File: src/rtl/fetch_queue.sv
// fetch_queue: first-word fall-through prefetch buffer between LEGv8 fetch
// and decode. Fetch pushes {pc, instr} pairs, decode pops them in order, and
// a taken branch (flush) discards everything held.
// Optional macro FETCH_QUEUE_BYPASS_EN: when the queue is empty, an incoming
// push is shown on the decode outputs in the same cycle. If decode also pops
// in that cycle, the entry is consumed and never stored.
module fetch_queue #(
    parameter int N     = 64,
    parameter int DEPTH = 4
) (
    input  logic                     clk,
    input  logic                     reset,
    input  logic                     push_F,
    input  logic [N-1:0]             pc_F,
    input  logic [31:0]              instr_F,
    output logic                     full_F,
    input  logic                     pop_D,
    output logic                     valid_D,
    output logic [N-1:0]             pc_D,
    output logic [31:0]              instr_D,
    input  logic                     flush,
    output logic [$clog2(DEPTH):0]   count
);

    localparam int AW = $clog2(DEPTH);
    localparam int CW = AW + 1;

    logic [N-1:0]  pc_mem    [DEPTH];
    logic [31:0]   instr_mem [DEPTH];
    logic [AW-1:0] rd_ptr;
    logic [AW-1:0] wr_ptr;
    logic [CW-1:0] count_q;

    logic stored_valid;
    logic pop_acc;
    logic push_acc;
    logic bypass_hit;

    assign stored_valid = (count_q != '0);
    assign full_F       = (count_q == CW'(DEPTH));
    assign count        = count_q;
    assign pop_acc      = pop_D && stored_valid;

`ifdef FETCH_QUEUE_BYPASS_EN
    assign bypass_hit = !stored_valid && push_F && !flush;
`else
    assign bypass_hit = 1'b0;
`endif

    // A push consumed directly by decode through the bypass is never stored
    assign push_acc = push_F && (!full_F || pop_acc) && !(bypass_hit && pop_D);

    // Pointer and occupancy register; flush empties the queue, reset wins over flush
    always_ff @(posedge clk) begin
        if (reset) begin
            rd_ptr  <= '0;
            wr_ptr  <= '0;
            count_q <= '0;
        end else if (flush) begin
            rd_ptr  <= '0;
            wr_ptr  <= '0;
            count_q <= '0;
        end else begin
            if (push_acc) begin
                wr_ptr <= wr_ptr + AW'(1);
            end
            if (pop_acc) begin
                rd_ptr <= rd_ptr + AW'(1);
            end
            case ({push_acc, pop_acc})
                2'b10:   count_q <= count_q + CW'(1);
                2'b01:   count_q <= count_q - CW'(1);
                default: count_q <= count_q;
            endcase
        end
    end

    // Entry storage; contents are not cleared since count gates visibility
    always_ff @(posedge clk) begin
        if (!reset && !flush && push_acc) begin
            pc_mem[wr_ptr]    <= pc_F;
            instr_mem[wr_ptr] <= instr_F;
        end
    end

    // Head presentation: stored head, else the bypassed incoming entry, else zeros
    always_comb begin
        valid_D = stored_valid;
        pc_D    = '0;
        instr_D = '0;
        if (stored_valid) begin
            pc_D    = pc_mem[rd_ptr];
            instr_D = instr_mem[rd_ptr];
        end else if (bypass_hit) begin
            valid_D = 1'b1;
            pc_D    = pc_F;
            instr_D = instr_F;
        end
    end

endmodule

File: config.mk
export PLATFORM = sky130hd
export DESIGN_NAME = fetch_queue
export DESIGN_NICKNAME = d
export VERILOG_FILES = /design/src/rtl/fetch_queue.sv
export SDC_FILE = /design/constraint.sdc
export NUM_CORES = 1
export LEC_CHECK = 0
export ABC_AREA = 1
export CAP_MARGIN = 40
export CORE_MARGIN = 3
export CORE_UTILIZATION = 45
export CTS_CLUSTER_DIAMETER = 60
export CTS_CLUSTER_SIZE = 16
export DETAILED_ROUTE_END_ITERATION = 10
export PLACE_DENSITY = 0.7
export SLEW_MARGIN = 20
export SYNTH_ARGS = -nofsm -noshare
export SYNTH_HDL_FRONTEND = slang
export SYNTH_SLANG_ARGS = --single-unit
File: constraint.sdc
create_clock -name clk -period 5.3 [get_ports clk]
set_input_delay 0.53 -clock clk [delete_from_list [all_inputs] [get_ports clk]]
set_output_delay 0.53 -clock clk [all_outputs]
set_load 0.01 [all_outputs]
# Yosys cells after proc, flatten, opt, wreduce, memory -nomap -nowiden

Memory sizes are Yosys's and may differ from the RTL's. A register that Yosys moved wholly into a read port is not among the register bits.
Index checks and enable logic that the tools add are counted.

Input port bits: 101
Memories: 2
RAM bits: 384
Output and inout port bits: 101
Logic and storage cells: 33
Flip-flop bits (word level): 7

Memory list:

| memory    | words | bits a word | rd ports | clocked after Yosys merged registers in | wr ports | line | source |
|---|---|---|---|---|---|---|---|
| pc_mem    | 4     | 64          | 1        | 1                                       | 1        | 28   | `logic [N-1:0] pc_mem [DEPTH];` |
| instr_mem | 4     | 32          | 1        | 1                                       | 1        | 29   | `logic [31:0] instr_mem [DEPTH];` |

Eq/ne operators: 3
Add/sub/neg operators: 4
Reductions and logical operators: 11
Mux-type cells: 10

Operators with widths:

| operator            | number |
|---|---|
| $mux 64             | 1 |
| $mux 32             | 1 |
| $mux 2              | 4 |
| $pmux 3 s2          | 1 |
| $add 2x1->2 const B | 2 |
| $logic_and 1x1->1   | 4 |
| $add 3x1->3 const B | 1 |
| $eq 3x3->1 const B  | 1 |
| $logic_not 1->1     | 3 |
| $mux 1              | 3 |
| $reduce_bool 3->1   | 1 |
| $sub 3x1->3 const B | 1 |
| $eq 2x1->1 const B  | 1 |
| $eq 2x2->1 const B  | 1 |
| $reduce_bool 2->1   | 1 |
| $reduce_or 2->1     | 1 |
| $logic_or 1x1->1    | 1 |

# Longest topological paths before layout

Depth after elaboration: 7
Depth in mapped cells: 11
Gate-level depth less buffers: 11

# Worst setup path before layout

Ideal clock, no wire load.

Path kind: input to register
From: input flush
To: memory instr_mem[0][0], enable pin
Library setup time: 0.552 ns
Path buffers: 0
Stages: 3
Path slack: -0.272 ns
Data required time: 4.748 ns
Arrival time: 5.020 ns
Path through: nor2_1 > nand3_1 > nor2_1

Cells in the longest elaborated chain, start to end: 5

RTL lines:

| what                            | line | source |
|---|---|---|
| start, declared                 | 21   | `input logic flush,` |
| $logic_not 1->1                 | 80   | `if (!reset && !flush && push_acc) begin` |
| $logic_and 1x1->1 (2 in series) | 80   |  |
| $mux 1                          | 80   |  |
| $mux 1 (implied by the code)    | 82   | `instr_mem[wr_ptr] <= instr_F;` |
| end, declared                   | 29   |  |

No other way between the ends.

# Worst setup path after layout

From: register count_q[2], in the netlist count[2]
To: output instr_D[2]

Cells in the longest elaborated chain, start to end: 2

RTL lines:

| what                   | line | source |
|---|---|---|
| start, declared        | 32   | `logic [CW-1:0] count_q;` |
| start signal, assigned | 71   | `2'b10: count_q <= count_q + CW'(1);` |
| start signal, assigned | 72   | `2'b01: count_q <= count_q - CW'(1);` |
| start signal, assigned | 73   | `default: count_q <= count_q;` |
| $reduce_bool 3->1      | 39   | `assign stored_valid = (count_q != '0);` |
| $mux 32                | 91   | `if (stored_valid) begin` |
| end, declared          | 20   | `output logic [31:0] instr_D,` |

No other way between the ends.

==> run metrics <==
Worst-Margin Slew=926 ps; port bufs=201; CP Cell Sequence=inv_1 > nand2_2 > clkinv_2 > buf_4 > a21oi_1 > clkdlybuf4s50_1; syn avg cell area=12.8 µm²; Max Fclk=268 MHz; crit-path max FO=43; CP required=4770 ps; TritonCTS Sinks=393; Critical Path Start Type=flop; IO Pins=202; worst setup margin=1580 ps; crit path DAT=3190 ps; Post-DRT Antenna Nets=0; H-Tree Depth=1; kind of cell adding the most delay to the critical path=buffers and inverters; RePlAce Congestion=0.777; Power Density=331 nW/µm²; Setup CP Type=reg -> out; Cells after DPL=1787; Synth warnings=0; Starting Density=0.464; RSZ-0062 raised after global routing=no; Post-CTS Resized=0; setup bufs post-CTS=0; NumNets Final=1484; Final min period=3720 ps; Pleak=6.18 nW; post-placement setup slack=2000 ps; area of the core=33000 µm²; setup TNS=0 ps; Netlist cell types=22; Clock transition at path regs=70 ps; drt total wl=34600 µm; Hold Slack=508 ps; Post-Synthesis Net Count=1305; commonest cells after routing, fill and taps aside=nor2_1, edfxtp_1, clkdlybuf4s50_1; Layout area overhead=21.9%; global-route wire length before repair=52500 µm; status=finished, final reports clean; Seq cells post-synth=393; Clock Latency Late Sink=560 ps; DR WL/cell=18.9 µm; Area after DPL=17700 µm²; HP Class=reg -> reg; Die Wd=191 µm; R2R setup slack=2770 ps; DRT met1 WL=15000 µm; Worst Skew=14.3 ps; row cnt=66; CTS Buf Count=31; crit end category=output port; drt first pass iters=5; clock root buffer=clkbuf_16; grt ovf=0; Worst path slowest cell=clkinv_2; CTS max path bufs=3; vias per cell=5.25; Fill cells=2649; CTS tree=built; largest net degree at the start of global routing=193; met2 WL=15800 µm; Slew Limit Fails=0; Via Count=9643; chip height=191 µm; initial drt markers=756; Design Area, Final=18700 µm²; period utilisation layout=0.703; number of max-cap violations=0; CP Buf/Inv Count=4; highest routed layer=met5; Post-Syn Area=15300 µm²; vias in the first global route=9354; fin cells=1836; Max-slew headroom=0.383; cts hold-fix bufs=0; Cells after Synth=1199; Global Route Usage Sum=0.184; Post-DP HPWL=19500 µm; Die Area=36300 µm²; Setup-failing EPs final=0; final hold violations=0; worst stage delay on the critical path=600 ps; Peak VDD IR=0.251 mV; Seq/Total Area, Yosys=0.763; most common cell after layout, fill and taps aside=nor2_1; layout cells sized above 1=0.0495; Routed met3 length=3100 µm; initial antenna violation count=4; DR DRC count=0
[state kept, by name, summed over array words and instances, names as in the netlist, named ones only]
| register | cells |
|---|---|
| pc_mem | 256 |
| instr_mem | 128 |
| count | 3 |
| rd_ptr | 2 |
| wr_ptr | 2 |
[worst paths after layout]
path	from	to	depth (start not counted)
max	count[2]$_SDFFE_PP0P_	instr_D[2]	6
min	rd_ptr[0]$_SDFFE_PP0P_	flop	1
max reg2reg	count[0]$_SDFFE_PP0P_	pc_mem[3][31]$_DFFE_PP_	7
min reg2reg	rd_ptr[0]$_SDFFE_PP0P_	flop	1
[synth_stat cells, drive strengths merged]
cell type | count | area, µm²
o21ai | 195 | 976
inv | 17 | 63.8
a21boi | 1 | 7.51
nand3 | 6 | 30.0
ha | 4 | 50.1
nand2 | 9 | 38.8
dfxtp | 9 | 180
buf | 47 | 328
clkbuf | 26 | 97.6
edfxtp | 384 | 11500
fa | 1 | 20.0
a31o | 1 | 8.76
a21oi | 102 | 510
nand4 | 2 | 12.5
nor2 | 393 | 1480
and3 | 2 | 12.5
[metrics by stage]
step	utilization	power [W]
after detailed placement	0.537	0.00399
after CTS	0.566	0.00623
after global routing	0.566	0.00638
final	0.566	0.00618
after global placement	0.535	0.00398
after floorplan	-	0.00371
[logic make-up (layout without fill, tap and decap cells)]
| family | count (synthesis) | after routing | synth area share |
|---|---|---|---|
| compound gates | 299 | 299 | 0.0979 |
| fa+ha+maj | 5 | 5 | 0.00457 |
| buf+inv | 90 | 284 | 0.0319 |
| flops | 393 | 393 | 0.763 |
| other cells | 0 | 1 | 0 |
| simple gates | 412 | 412 | 0.102 |
[routing by layer]
layer	track usage	vias to the layer above
li1	-	4598
met4	0.0443	6
met3	0.0524	53
met2	0.285	347
met5	0	-
met1	0.260	4639
[worst reg2reg max path, cell delays in order (launching register included)]
cell and delay, ps:
dfxtp_1 350, nor2_1 70, nand2_1 100, inv_1 80
nand2_1 80, nand3_1 290, nor2_4 400, buf_4 680
[power by group]
| group | total [W] | internal, W | switching, W |
|---|---|---|---|
| Sequential | 0.00345 | 0.00344 | 0.00000884 |
| Combinational | 0.000464 | 0.000209 | 0.000254 |
| Clock | 0.00227 | 0.00124 | 0.00103 |
| Total | 0.00618 | 0.00489 | 0.00129 |
[final cells by class]
type                       instances  area [µm²]  share of cell area
timing repair buffer             219        2230               0.119
sequential                       393       11700               0.626
clock inverter                     7         139             0.00742
inverter                          17        68.8             0.00368
multi-input combinational        716        3170               0.170
tap                              442         553              0.0296
clock buffer                      41         823              0.0440
antenna                            1        2.50            0.000134
(Power assumes the default switching activity.)
